==> config.mk <==
export PLATFORM = sky130hd
export DESIGN_NAME = instr_fetch_unit
export DESIGN_NICKNAME = d
export VERILOG_FILES = /design/src/rtl/instr_fetch_unit.sv
export SDC_FILE = /design/constraint.sdc
export NUM_CORES = 1
export LEC_CHECK = 0
export BUFFER_PORTS_ARGS = -buffer_cell sky130_fd_sc_hd__buf_4
export CORE_MARGIN = 10
export CORE_UTILIZATION = 40
export CTS_CLUSTER_SIZE = 20
export DETAILED_ROUTE_END_ITERATION = 7
export GPL_TIMING_DRIVEN = 0
export HOLD_SLACK_MARGIN = 0.02
export SYNTH_ARGS = -nofsm -noshare
export SYNTH_HDL_FRONTEND = slang
export SYNTH_SLANG_ARGS = --single-unit
==> constraint.sdc <==
create_clock -name clk -period 2.8 [get_ports clk]
set_clock_uncertainty 0.05 [all_clocks]
set_input_delay 0.14 -clock clk [delete_from_list [all_inputs] [get_ports clk]]
set_output_delay 0.14 -clock clk [all_outputs]
set_load 0.05 [all_outputs]
==> src/rtl/instr_fetch_unit.sv <==
// Fetch stage wrapped around an external PC register.
// Issues one instruction-memory read at a time over req/ack, hands words to
// decode with valid/stall, and redirects on taken branches. A one-entry skid
// buffer catches a word that returns while decode is stalled on the output.
module instr_fetch_unit #(
   parameter int                ADDR_W   = 16,
   parameter int                INSTR_W  = 16,
   parameter int                PC_INC   = 2,
   parameter logic [ADDR_W-1:0] RESET_PC = '0
) (
   input  logic               clk,
   input  logic               reset,
   input  logic [ADDR_W-1:0]  current_PC,
   output logic [ADDR_W-1:0]  new_PC,
   input  logic               branch_taken,
   input  logic [ADDR_W-1:0]  branch_target,
   input  logic               stall,
   output logic               imem_req,
   output logic [ADDR_W-1:0]  imem_addr,
   input  logic               imem_ack,
   input  logic [INSTR_W-1:0] imem_rdata,
   output logic [INSTR_W-1:0] instr_out,
   output logic [ADDR_W-1:0]  instr_pc,
   output logic               instr_valid
);

   typedef enum logic [1:0] {
      IDLE  = 2'd0,
      REQ   = 2'd1,
      DRAIN = 2'd2
   } state_t;

   localparam logic [ADDR_W-1:0] PC_STEP = ADDR_W'(PC_INC);

   state_t               state_q;
   state_t               state_d;
   logic                 drop_q;
   logic                 skid_valid;
   logic [INSTR_W-1:0]   skid_instr;
   logic [ADDR_W-1:0]    skid_pc;

   logic                 consume;
   logic                 slot_free;
   logic                 ack_accept;
   logic                 ack_discard;

   assign consume     = instr_valid && !stall;
   assign slot_free   = !instr_valid || consume;
   assign ack_accept  = (state_q == REQ) && imem_ack && !drop_q && !branch_taken;
   assign ack_discard = (state_q == REQ) && imem_ack && (drop_q || branch_taken);

   // Next PC for the external register: redirect first, then advance past an
   // accepted word, otherwise hold whatever the register already has.
   always_comb begin
      new_PC = current_PC;
      if (branch_taken) begin
         new_PC = branch_target;
      end else if (ack_accept) begin
         new_PC = imem_addr + PC_STEP;
      end
   end

   // State register.
   always_ff @(posedge clk or posedge reset) begin
      if (reset) begin
         state_q <= IDLE;
      end else begin
         state_q <= state_d;
      end
   end

   // Next-state logic: a branch parks IDLE/DRAIN in IDLE so the new PC has a
   // cycle to land in the PC register before it is sampled as an address.
   always_comb begin
      state_d = state_q;
      case (state_q)
         IDLE:    state_d = branch_taken ? IDLE : REQ;
         REQ:     state_d = (ack_accept && !slot_free) ? DRAIN : REQ;
         DRAIN: begin
            if (branch_taken) begin
               state_d = IDLE;
            end else if (!stall) begin
               state_d = REQ;
            end
         end
         default: state_d = IDLE;
      endcase
   end

   // Output logic: a request is outstanding exactly while in REQ.
   always_comb begin
      imem_req = (state_q == REQ);
   end

   // Request address and drop flag: the address only moves when no request is
   // pending, and a branch during a pending request marks its data for discard.
   always_ff @(posedge clk or posedge reset) begin
      if (reset) begin
         imem_addr <= RESET_PC;
         drop_q    <= 1'b0;
      end else begin
         case (state_q)
            IDLE: begin
               if (!branch_taken) begin
                  imem_addr <= current_PC;
               end
            end
            REQ: begin
               if ((ack_accept && slot_free) || ack_discard) begin
                  imem_addr <= new_PC;
               end
               if (imem_ack) begin
                  drop_q <= 1'b0;
               end else if (branch_taken) begin
                  drop_q <= 1'b1;
               end
            end
            DRAIN: begin
               if (!branch_taken && !stall) begin
                  imem_addr <= current_PC;
               end
            end
            default: ;
         endcase
      end
   end

   // Output slot and skid buffer: a branch flushes both; otherwise accepted
   // words go to the output when it frees up, or park in the skid if not.
   always_ff @(posedge clk or posedge reset) begin
      if (reset) begin
         instr_out   <= '0;
         instr_pc    <= '0;
         instr_valid <= 1'b0;
         skid_valid  <= 1'b0;
         skid_instr  <= '0;
         skid_pc     <= '0;
      end else if (branch_taken) begin
         instr_valid <= 1'b0;
         skid_valid  <= 1'b0;
      end else begin
         case (state_q)
            REQ: begin
               if (ack_accept && slot_free) begin
                  instr_out   <= imem_rdata;
                  instr_pc    <= imem_addr;
                  instr_valid <= 1'b1;
               end else begin
                  if (consume) begin
                     instr_valid <= 1'b0;
                  end
                  if (ack_accept) begin
                     skid_valid <= 1'b1;
                     skid_instr <= imem_rdata;
                     skid_pc    <= imem_addr;
                  end
               end
            end
            DRAIN: begin
               if (!stall && skid_valid) begin
                  instr_out   <= skid_instr;
                  instr_pc    <= skid_pc;
                  instr_valid <= 1'b1;
                  skid_valid  <= 1'b0;
               end
            end
            default: begin
               if (consume) begin
                  instr_valid <= 1'b0;
               end
            end
         endcase
      end
   end

endmodule

==> results.py <==
metrics = {
    "status": {
        "status": "finished clean",
    },
    "timing": {
        "fin_crit_sh": 0.950,
        "final_hold_viol_count": 0,
        "setup_viol_count_final": 0,
        "drv_slew": 0,
        "fin_crit_ns": 2.66,
        "finalWorstSetupSlack_ns": 0.139,
        "max_freq_mhz": 376,
        "worst_slew_pin_slew_ns": 0.756,
        "relSlewSlack": 0.496,
        "setup_tns_ns": 0,
        "rsz0062_at_grt": "false",
    },
    "clocking": {
        "cts_sinks": 85,
        "clk_pin_slew_worst_paths_ns": 0.06,
        "htree_levels": 3,
        "insertion_delay_ns": 0.34,
        "cts_max_path_buffers": 2,
        "numCtsBuffers": 9,
        "postCtsSetupRepairBufs": 0,
        "cts-root-buf": "clkbuf_16",
        "cts_tree": "built",
    },
    "finish": {
        "area_growth_pct": 34.2,
        "final_cells": 803,
        "fin_area_sq_mm": 0.00603,
        "nets": 717,
        "drive_gt1_frac": 0.240,
        "final_cell_mix": "nand2_1 (165), buf_4 (122), dfrtp_1 (85), mux2i_1 (38), o21ai_1 (37)",
        "fin_util": 0.552,
        "diodes": 0,
        "final_common_cell": "nand2_1",
    },
    "hold_path": {
        "min_from": "current_PC[2]",
        "hp-class": "in2reg",
        "hold_depth": 3,
        "holdPathEnd": "imem_addr[2]",
    },
    "critical_path": {
        "startpoint_type": "register",
        "r2r-start": "state_q[1]",
        "end_kind": "output port",
        "critical_path_required_ns": 2.61,
        "rr_worst_depth": 8,
        "critPathArrivalTime_ns": 2.47,
        "r2r-end": "instr_out[15]",
        "crit_fanout": 10,
        "worstSetupStartpoint": "state_q[1]",
        "worstSetupPathType": "reg2out",
        "rrSetupSlack_ns": 0.29,
    },
    "place": {
        "hpwlAfterDp_microns": 10700,
        "placed_cell_area_sq_mm": 0.00559,
        "place.gp.congestion": 0.873,
        "post-place-ws_ns": 0.266,
        "dp_cells": 770,
        "port_buffers": 118,
    },
    "route": {
        "viasPerCell": 5.27,
        "routed_wl_microns": 14600,
        "drt_pass1_iterations": 4,
        "final_antenna_net_count": 0,
        "wl_per_cell_microns": 18.2,
        "drc": 0,
        "first_iter_violations": 371,
        "vias": 4228,
    },
    "power": {
        "peakVddDrop_mv": 0.670,
        "p_per_area_mw_per_mm2": 1140,
        "leakagePower_nw": 2.96,
    },
    "synth": {
        "syn-num-nets": 569,
        "synthTopCellsByArea": "dfrtp_1 (47%), nand2_1 (14%), mux2i_1 (8.5%), o21ai_1 (4.0%), nor2_1 (2.0%)",
        "synth_cell_types": 48,
        "synth_edf_count": 0,
        "netlist.area_leader.share": 0.473,
        "synth_ff_type": "dfrtp_1",
        "seq_area_frac_synth": 0.473,
        "yosysWarnings": 0,
        "synth_cells": 511,
        "synth_top_cell_by_area": "dfrtp_1",
        "synth.avg_cell_area_sq_um": 8.80,
        "synthesis.area_sq_mm": 0.00450,
        "synth_seq_cells": 85,
        "synthArstFlopShare": 1.00,
    },
    "run": {
        "maxCapViolCount": 0,
    },
    "floorplan": {
        "rows": 38,
        "die_y_microns": 126,
        "coreArea_sq_mm": 0.0109,
        "initial_core_util": 0.411,
        "io_pins": 119,
        "die_w_microns": 126,
        "dieArea_sq_mm": 0.0159,
    },
    "grt": {
        "grt_util_all_layers": 0.180,
        "grt_overflow": 0,
        "grt_max_degree": 59,
        "antenna_found_initial": 0,
        "grt_pass1_vias": 4329,
        "grt_pass1_wl_microns": 23400,
    },
}
## how the worst max path moves through the flow
| stage | slack (ns) | depth (start not counted) | endpoint |
|---|---|---|---|
| CTS | 0.04 | 7 | new_PC[4] |
| floorplan | 0.09 | 5 | new_PC[9] |
| global placement | -0.73 | 2 | imem_addr[10] |
| global route | 0.01 | 9 | new_PC[11] |
| finish | 0.14 | 9 | new_PC[11] |
| detailed placement | 0.27 | 8 | instr_pc[15] |
## area by class of cell
type,instances,area [sq um]
inverters,9,36.3
well taps,140,175
clock buffers,11,233
plain buffers,37,174
multi-input cells,380,2170
flip-flops and latches,85,2130
clock inverters,4,26.3
fillers,1032,4900
repair buffers,137,1090
## flip-flops by register name (all words and copies together) (netlist names)
signal	flops
drop_q	1
skid_pc	16
skid_valid	1
instr_out	16
imem_addr	16
skid_instr	16
instr_pc	16
instr_valid	1
state_q	2
## where the power goes
part / total, mW / switching [mW] / leakage (nW) / internal [mW]
combinational: 3.66 / 2.52 / 1.74 / 1.13
sequential: 2.11 / 0.398 / 1.10 / 1.71
clock: 1.09 / 0.491 / 0.125 / 0.595
## worst max-delay path, stage by stage, from the launching register on
cell and delay [ns]:
dfrtp_1 0.42, inv_1 0.10, ha_2 0.23, buf_4 0.18, and4bb_2 0.33, buf_4 0.21
clkbuf_4 0.23, a22oi_1 0.12, nand2_1 0.10, buf_4 0.19
## per-stage QoR
stage	power, mW	hold slack (ns)
floorplan	4.55	0.176
global placement	5.70	0.291
detailed placement	5.77	0.128
finish	6.85	0.0320
global route	7.25	0.0455
CTS	6.89	0.0271
## routing by layer
metal  vias up  wire length, microns  part of all wire  GRT usage
met5         -                     0                 0          0
met3        26                  1030             0.070     0.0453
met1      2001                  6740              0.46      0.235
met4         0                   346             0.024     0.0750
li1       2036                     -                 -          -
met2       165                  6500              0.44      0.279
## logic make-up after synthesis
| kind of cell | count (synthesis) | share of synthesized area |
|---|---|---|
| compound gates | 94 | 0.133 |
| fa+ha+maj | 5 | 0.0139 |
| xor+xnor | 10 | 0.0195 |
| buf+inv | 46 | 0.0456 |
| flops | 85 | 0.473 |
| simple gates | 233 | 0.230 |
| mux | 38 | 0.0846 |
## synth_stat cells, types with 4 or more instances
master	number
buf_1	4
nand2_1	165
buf_2	14
o31ai_1	6
inv_1	9
clkbuf_1	15
nor2_1	24
xnor2_1	7
a211oi_1	4
a21oi_1	7
o21ai_0	12
a221o_1	4
buf_4	4
dfrtp_1	85
nand4_1	5
and2_1	6
a22oi_1	5
nand3_1	5
mux2i_1	38
o211ai_1	5
ha_1	5
and4_1	4
o22ai_1	4
o21ai_1	36
nor2b_1	5
## repair_timing
action | CTS | global route
hold buffers | 18 | 0
setup endpoints to repair | 0 | 6
resized for setup | 0 | 3
hold endpoints to repair | 45 | 0
Power figures use the tool's default switching activity.
